**config.mk**
```make
export PLATFORM = sky130hd
export DESIGN_NAME = instr_fetch_stage
export DESIGN_NICKNAME = d
export VERILOG_FILES = /design/src/rtl/instr_fetch_stage.sv
export SDC_FILE = /design/constraint.sdc
export NUM_CORES = 1
export LEC_CHECK = 0
export ABC_AREA = 0
export ABC_CLOCK_PERIOD_IN_PS = 1900
export CAP_MARGIN = 10
export CORE_ASPECT_RATIO = 0.8
export CORE_MARGIN = 2
export CORE_UTILIZATION = 49
export DETAILED_ROUTE_END_ITERATION = 8
export PLACE_DENSITY = 0.81
export SETUP_SLACK_MARGIN = 0.2
export SLEW_MARGIN = 0
export SYNTH_ARGS = -nofsm -noshare
export SYNTH_HDL_FRONTEND = slang
export SYNTH_SLANG_ARGS = --single-unit
```
**constraint.sdc**
```tcl
create_clock -name Clock -period 1.9 [get_ports Clock]
set_clock_uncertainty 0.1 [all_clocks]
set_input_delay 0.285 -clock Clock [delete_from_list [all_inputs] [get_ports Clock]]
set_output_delay 0.285 -clock Clock [all_outputs]
set_load 0.1 [all_outputs]
```
**src/rtl/instr_fetch_stage.sv**
```systemverilog
// Fetch stage of the 16-bit CPU: PC, instruction-memory request, IF/ID register and one-entry skid buffer.
// Optional macro IF_FETCH_COUNT_EN adds a FetchCount output counting real instructions loaded into IR.
module instr_fetch_stage #(
    parameter logic [15:0] RESET_PC  = 16'h0000,
    parameter logic [15:0] NOP_INSTR = 16'h0000,
    parameter logic [15:0] PC_STEP   = 16'd2
) (
    input  logic        Clock,
    input  logic        Reset_n,
    output logic        IMemReq,
    output logic [15:0] IMemAddr,
    input  logic        IMemReady,
    input  logic [15:0] IMemData,
    input  logic        Stall,
    input  logic        BranchTaken,
    input  logic [15:0] BranchTarget,
    output logic [15:0] IR,
    output logic [3:0]  OPCODE,
    output logic [15:0] PcPlus2,
    output logic        IfValid
`ifdef IF_FETCH_COUNT_EN
    ,
    output logic [15:0] FetchCount
`endif
);

    typedef enum logic {S_FETCH, S_HOLD} state_t;

    state_t      state_q, state_d;
    logic [15:0] pc_q, pc_d;
    logic [15:0] ir_q, ir_d;
    logic [15:0] pc_plus2_q, pc_plus2_d;
    logic        if_valid_q, if_valid_d;
    logic [15:0] buf_q, buf_d;
    logic [15:0] buf_pc_q, buf_pc_d;
    logic        load_real;

    logic [15:0] pc_inc;
    logic [15:0] branch_pc;

    assign pc_inc    = pc_q + PC_STEP;
    assign branch_pc = BranchTarget & ~16'h0001;

    always_comb begin
        // NOTE: every signal gets a hold default first so no path leaves one unassigned (no latches).
        state_d    = state_q;
        pc_d       = pc_q;
        ir_d       = ir_q;
        pc_plus2_d = pc_plus2_q;
        if_valid_d = if_valid_q;
        buf_d      = buf_q;
        buf_pc_d   = buf_pc_q;
        load_real  = 1'b0;

        case (state_q)
            S_FETCH: begin
                if (BranchTaken) begin
                    pc_d       = branch_pc;
                    ir_d       = NOP_INSTR;
                    if_valid_d = 1'b0;
                end else if (IMemReady && !Stall) begin
                    ir_d       = IMemData;
                    pc_plus2_d = pc_inc;
                    if_valid_d = 1'b1;
                    pc_d       = pc_inc;
                    load_real  = 1'b1;
                end else if (IMemReady && Stall) begin
                    // Decode is full: park the returned word so it is not lost.
                    buf_d      = IMemData;
                    buf_pc_d   = pc_inc;
                    pc_d       = pc_inc;
                    state_d    = S_HOLD;
                end else if (!Stall) begin
                    ir_d       = NOP_INSTR;
                    if_valid_d = 1'b0;
                end
            end
            S_HOLD: begin
                if (BranchTaken) begin
                    pc_d       = branch_pc;
                    ir_d       = NOP_INSTR;
                    if_valid_d = 1'b0;
                    state_d    = S_FETCH;
                end else if (!Stall) begin
                    ir_d       = buf_q;
                    pc_plus2_d = buf_pc_q;
                    if_valid_d = 1'b1;
                    load_real  = 1'b1;
                    state_d    = S_FETCH;
                end
            end
            default: state_d = S_FETCH;
        endcase
    end

    always_ff @(posedge Clock) begin
        // NOTE: sequential state uses non-blocking assignments only, so all flops see pre-edge values.
        if (!Reset_n) begin
            state_q    <= S_FETCH;
            pc_q       <= RESET_PC;
            ir_q       <= NOP_INSTR;
            pc_plus2_q <= 16'h0000;
            if_valid_q <= 1'b0;
            buf_q      <= 16'h0000;
            buf_pc_q   <= 16'h0000;
        end else begin
            state_q    <= state_d;
            pc_q       <= pc_d;
            ir_q       <= ir_d;
            pc_plus2_q <= pc_plus2_d;
            if_valid_q <= if_valid_d;
            buf_q      <= buf_d;
            buf_pc_q   <= buf_pc_d;
        end
    end

`ifdef IF_FETCH_COUNT_EN
    logic [15:0] fetch_count_q, fetch_count_d;

    assign fetch_count_d = fetch_count_q + {15'd0, load_real};

    always_ff @(posedge Clock) begin
        if (!Reset_n) fetch_count_q <= 16'h0000;
        else          fetch_count_q <= fetch_count_d;
    end

    assign FetchCount = fetch_count_q;
`endif

    // Request is gated by reset so it is low for every cycle Reset_n is held.
    assign IMemReq  = Reset_n && (state_q == S_FETCH);
    assign IMemAddr = pc_q;
    assign IR       = ir_q;
    assign OPCODE   = ir_q[15:12];
    assign PcPlus2  = pc_plus2_q;
    assign IfValid  = if_valid_q;

endmodule

```
# After elaboration in Yosys (flattened, before gate mapping)
# Index checks and enable logic that the tools add are counted.
[word_totals]
romBits = 0
latchBits = 0
ramBits = 0
output_inout_bits = 54
register_bits = 82
n_memories = 0
[classes]
magnitude_cmp = 0
mux = 30
n_reduce_logical = 8
shifts = 0
n_addsub = 1
n_bitwise = 3
n_div = 0
multipliers = 0
eq_ne = 9
[ops]
columns = ["cell", "count"]
rows = [
  ["two-way mux 16 bit", 14],
  ["one-hot mux 16 bit (2 select lines)", 3],
  ["adder 16 x 2 -> 16 bit, second input constant", 1],
  ["!= test 4 bit, second input constant", 3],
  ["two-way mux 1 bit", 11],
  ["!= test 2 bit, second input constant", 5],
  ["AND reduction 4 bit", 2],
  ["one-hot mux 1 bit (2 select lines)", 2],
  ["logical AND 1 bit", 3],
  ["!= test 3 bit, second input constant", 1],
  ["inverter 1 bit", 3],
  ["AND reduction 3 bit", 1],
  ["AND reduction 2 bit", 1],
  ["zero test 1 bit", 1],
]

# Longest topological paths before layout
[depth]
ltp_word = 5
mapped_depth = 7
depth_no_buf = 5

# Least setup slack after synthesis
# Ideal clock, no wire load.
[synth_path]
kind = "register to register"
from = "reg pc_q[8], in the netlist IMemAddr[8]"
to = "reg pc_q[14], in the netlist IMemAddr[14]"
path_slack_ns = -0.689
stages_incl_launch_ff = 6
period_less_slack_ns = 2.589
t_arrival_ns = 2.415
n_path_buf = 1
path_cell_list = "dfxtp_1 -> buf_2 -> nand4_2 -> or4_4 -> or3_1 -> a31oi_1"
[synth_via]
elab_chain_cells = 5
[synth_rtl]
columns = ["item", "line_no", "source"]
rows = [
  ["start, declared", "30", "logic [15:0] pc_q, pc_d;"],
  ["start signal, assigned", "108", "pc_q <= pc_d;"],
  ["adder 16 x 2 -> 16 bit (*)", "41", "assign pc_inc = pc_q + PC_STEP;"],
  ["two-way mux 16 bit", "67", "end else if (IMemReady && Stall) begin"],
  ["two-way mux 16 bit (*)", "61", "end else if (IMemReady && !Stall) begin"],
  ["two-way mux 16 bit (*)", "57", "if (BranchTaken) begin"],
  ["one-hot mux 16 bit (2 select lines) (*)", "55", "case (state_q)"],
]
# Mark *: on every way between the ends. The rest lies on a longest branch, timed or not. The select of a mux whose other input is x is not followed.
# A chain may end at the register's enable or synchronous reset.

# Worst setup path in the final report
[layout_path]
from = "reg pc_q[2], in the netlist IMemAddr[2]"
to = "reg pc_plus2_q[12], in the netlist PcPlus2[12]"
[layout_via]
elab_chain_cells = 4
[layout_rtl]
columns = ["item", "line_no", "source"]
rows = [
  ["adder 16 x 2 -> 16 bit", "41", ""],
  ["two-way mux 16 bit", "61", ""],
  ["two-way mux 16 bit", "57", ""],
  ["one-hot mux 16 bit (2 select lines)", "55", ""],
  ["end signal, assigned", "110", "pc_plus2_q <= pc_plus2_d;"],
  ["end, declared", "32", "logic [15:0] pc_plus2_q, pc_plus2_d;"],
]
# No other way between the ends. The select of a mux whose other input is x is not followed.

==> Flow_metrics.wiki <==
{| class="wikitable"
! Metric !! Value
|-
| Max-slew violation total from the final report || 0
|-
| Boundary Pins || 91
|-
| Category of the worst setup path launch point || register
|-
| Layout area overhead || 56.31%
|-
| Total area of multi-input combinational cells || 1887 um^2
|-
| Cell Count Post-Placement || 602
|-
| Number of hold-slack violations in the final timing report || 0
|-
| Average wire per cell in the routed design || 19.14 um
|-
| Commonest cells after routing, fill and taps aside || buf_4 (80), dfxtp_1 (62), nand2_1 (45)
|-
| Total inserted antenna cells || 0
|-
| Cell row count || 27
|-
| Average footprint of a synthesized cell || 8.206 um^2
|-
| Overall routing resource usage || 27.96%
|-
| Total length of routed wires || 12330 um
|-
| Mapped Cells || 430
|-
| Post-synthesis sequential area ratio || 44.82%
|-
| Library cell used as clock root buffer || clkbuf_8
|-
| Setup TNS || 0 ns
|-
| Core area || 6925 um^2
|-
| Router iterations before antenna repair || 6
|-
| Max clock buf depth || 2
|-
| Htree depth || 3
|-
| Sequential cell area || 1635 um^2
|-
| Static Leak || 2.103 nW
|-
| CTS Buf Count || 9
|-
| Vias in the first global route || 3586
|-
| Summed instance area of the synthesized netlist || 3528 um^2
|-
| Pre-CTS setup slack || -0.4187 ns
|-
| Most common library cell in the layout ignoring fill and taps || buf_4
|-
| Hold/Removal Path Class || primary input to register
|-
| Fin cells || 644
|-
| Overall power after layout || 4.226 mW
|-
| Crit path DAT || 2.04 ns
|-
| Area fraction of the dominant cell type after synthesis || 44.82%
|-
| Clock-pin transition on the worst setup and hold timing paths || 0.08 ns
|-
| Power density relative to cell area || 766.2 nW/um^2
|-
| DRC violation count after routing || 0
|-
| Setup slack of the critical path after layout || 0.06269 ns
|-
| Library cell occupying the most area in the post-synthesis netlist || dfxtp_1
|-
| Later-pin clock latency in the skew report || 0.36 ns
|-
| Maximum vdd ir drop || 0.5884 mV
|-
| Sinks on Clock Net || 79
|-
| Required time of the critical path || 2.10 ns
|-
| Setup repair after global routing missed its margin || true
|-
| Number of synthesized flops with an enable pin || 0
|-
| Fraction of registers with async set or reset after synthesis || 0%
|-
| Routability congestion estimate from global placement || 0.8511
|-
| Final critical-path share of the clock period || 96.70%
|-
| Clock period minus worst slack || 1.837 ns
|-
| Chip width || 98.88 um
|-
| Global-route wire length before repair || 17450 um
|-
| Effective utilization at floorplan || 50.95%
|-
| Post-detailed-route count of antenna-violating nets || 0
|-
| Die height || 79.90 um
|-
| Fillcell total || 414
|-
| Maximum number of pins on one net before global-route repair || 34
|-
| Buffers added on ports || 87
|-
| CTS tree || yes
|-
| Least-Margin Pin Slew || 0.6993 ns
|-
| Critical path class || register to register
|-
| Number of maximum-capacitance constraint violations || 0
|-
| Fraction of layout cells with a size suffix above 1 || 31.78%
|-
| Warnings from Yosys || 0
|-
| Total Die Area || 7900 um^2
|-
| Primary flip-flop cell chosen by synthesis mapping || dfxtp_1
|-
| Sort of element at the end of the critical path || register
|-
| NumNets Final || 590
|-
| Register-to-Register Setup Slack || 0.06 ns
|-
| Highest Clock Rate || 544.3 MHz
|-
| Via count normalized by instance count || 6.179
|-
| Distinct cells, synth || 50
|-
| Initial antenna violation count || 0
|-
| Starting DRC count in detailed routing || 442
|-
| Detailed-route via count || 3979
|-
| Total overflow reported by the global router || 0
|-
| Synth area leaders || dfxtp_1 (45%), a21oi_1 (5.7%), nor3_1 (5.4%)
|-
| HPWL after detailed placement || 7422 um
|-
| Number of storage elements in the synthesis netlist || 79
|-
| Setup violators final || 0
|-
| Worst-path fanout max || 11
|-
| Rel. slew slack || 53.33%
|-
| Outcome || finished, final reports clean
|}
==> routing by layer <==
metal  GRT usage (%)  share of wire (%)  up-vias  wire length, um
met1           35.25                 38     1840             4658
met3           7.356                 10       58             1288
li1                -                  -     1786                -
met2           46.76                 48      295             5969
met5               0                  0        -                0
met4           9.178                3.3        0              413
==> logic make-up after synthesis <==
kind of cell	share of synthesized area [%]
compound gates	21.06
xor+xnor	4.468
fa+ha+maj	0.3546
buf+inv	6.205
flops	44.82
mux	1.454
other cells	0.1063
simple gates	21.52
==> per-stage QoR <==
stage	util, %	instance area [um^2]	hold slack [ns]
floorplan	-	3681	0.3192
global placement	72.18	4999	0.3408
detailed placement	72.18	4999	0.3468
CTS	76.93	5328	0.3582
global route	79.64	5515	0.2660
finish	79.64	5515	0.2576
==> where the power goes <==
group          total, mW  switching (mW)  internal [mW]
Sequential          1.81          0.0825           1.73
Clock               1.26           0.627          0.638
Combinational       1.15           0.740          0.407
Total               4.23            1.45           2.78
==> path summary, 6_finish.rpt <==
kind	depth (start not counted)	start	end
min	3	Stall	state_q$_SDFF_PN0_
max	5	IMemAddr[2]$_SDFFE_PN0P_	PcPlus2[12]$_SDFFE_PN0P_
min reg2reg	2	buf_q[1]$_SDFFE_PN0P_	buf_q[1]$_SDFFE_PN0P_
max reg2reg	5	IMemAddr[2]$_SDFFE_PN0P_	PcPlus2[12]$_SDFFE_PN0P_
==> what timing repair did <==
| action | CTS | global route |
|---|---|---|
| setup endpoints to repair | 29 | 53 |
| hold buffers | 0 | 0 |
| gates cloned | 0 | 1 |
| resized for setup | 11 | 17 |
| pin swaps | 2 | 11 |
| buffers inserted | 10 | 15 |
==> sequential cells by signal, indices dropped and copies added (netlist names) <==
name and count:
PcPlus2 15, IR 16, IMemAddr 15, state_q 1, buf_q 16, buf_pc_q 15, IfValid 1
==> final cells by class <==
class / instances / area share [%]
inverters: 9 / 0.7260
clock inverters: 3 / 0.4083
repair inverters: 1 / 0.09074
multi-input cells: 301 / 34.21
clock buffers: 13 / 3.289
flip-flops and latches: 79 / 29.65
well taps: 87 / 1.974
repair buffers: 151 / 29.65
==> Yosys cell counts, drive strengths merged, types with 2 or more instances <==
cell     number
a2111oi       2
a211oi        6
a21o          2
a21oi        40
a221oi       16
a311oi        2
a31o          3
a31oi         3
buf          11
clkbuf       31
dfxtp        79
inv           9
mux2i         4
nand2        45
nand2b        3
nand3         7
nand4         5
nor2         40
nor3         38
nor4          5
o2111a        2
o211ai        4
o21a          4
o21ai        27
o32ai         2
or3           7
or4           3
xnor2        16
xor2          2
==> worst max-delay path, cell delays in order (launching register included) <==
cell and delay [ns]:
dfxtp_4 0.38, nand4_1 0.19, buf_6 0.21, or4_1 0.54, o211ai_1 0.16, o2111a_1 0.22
(Power assumes the default switching activity.)
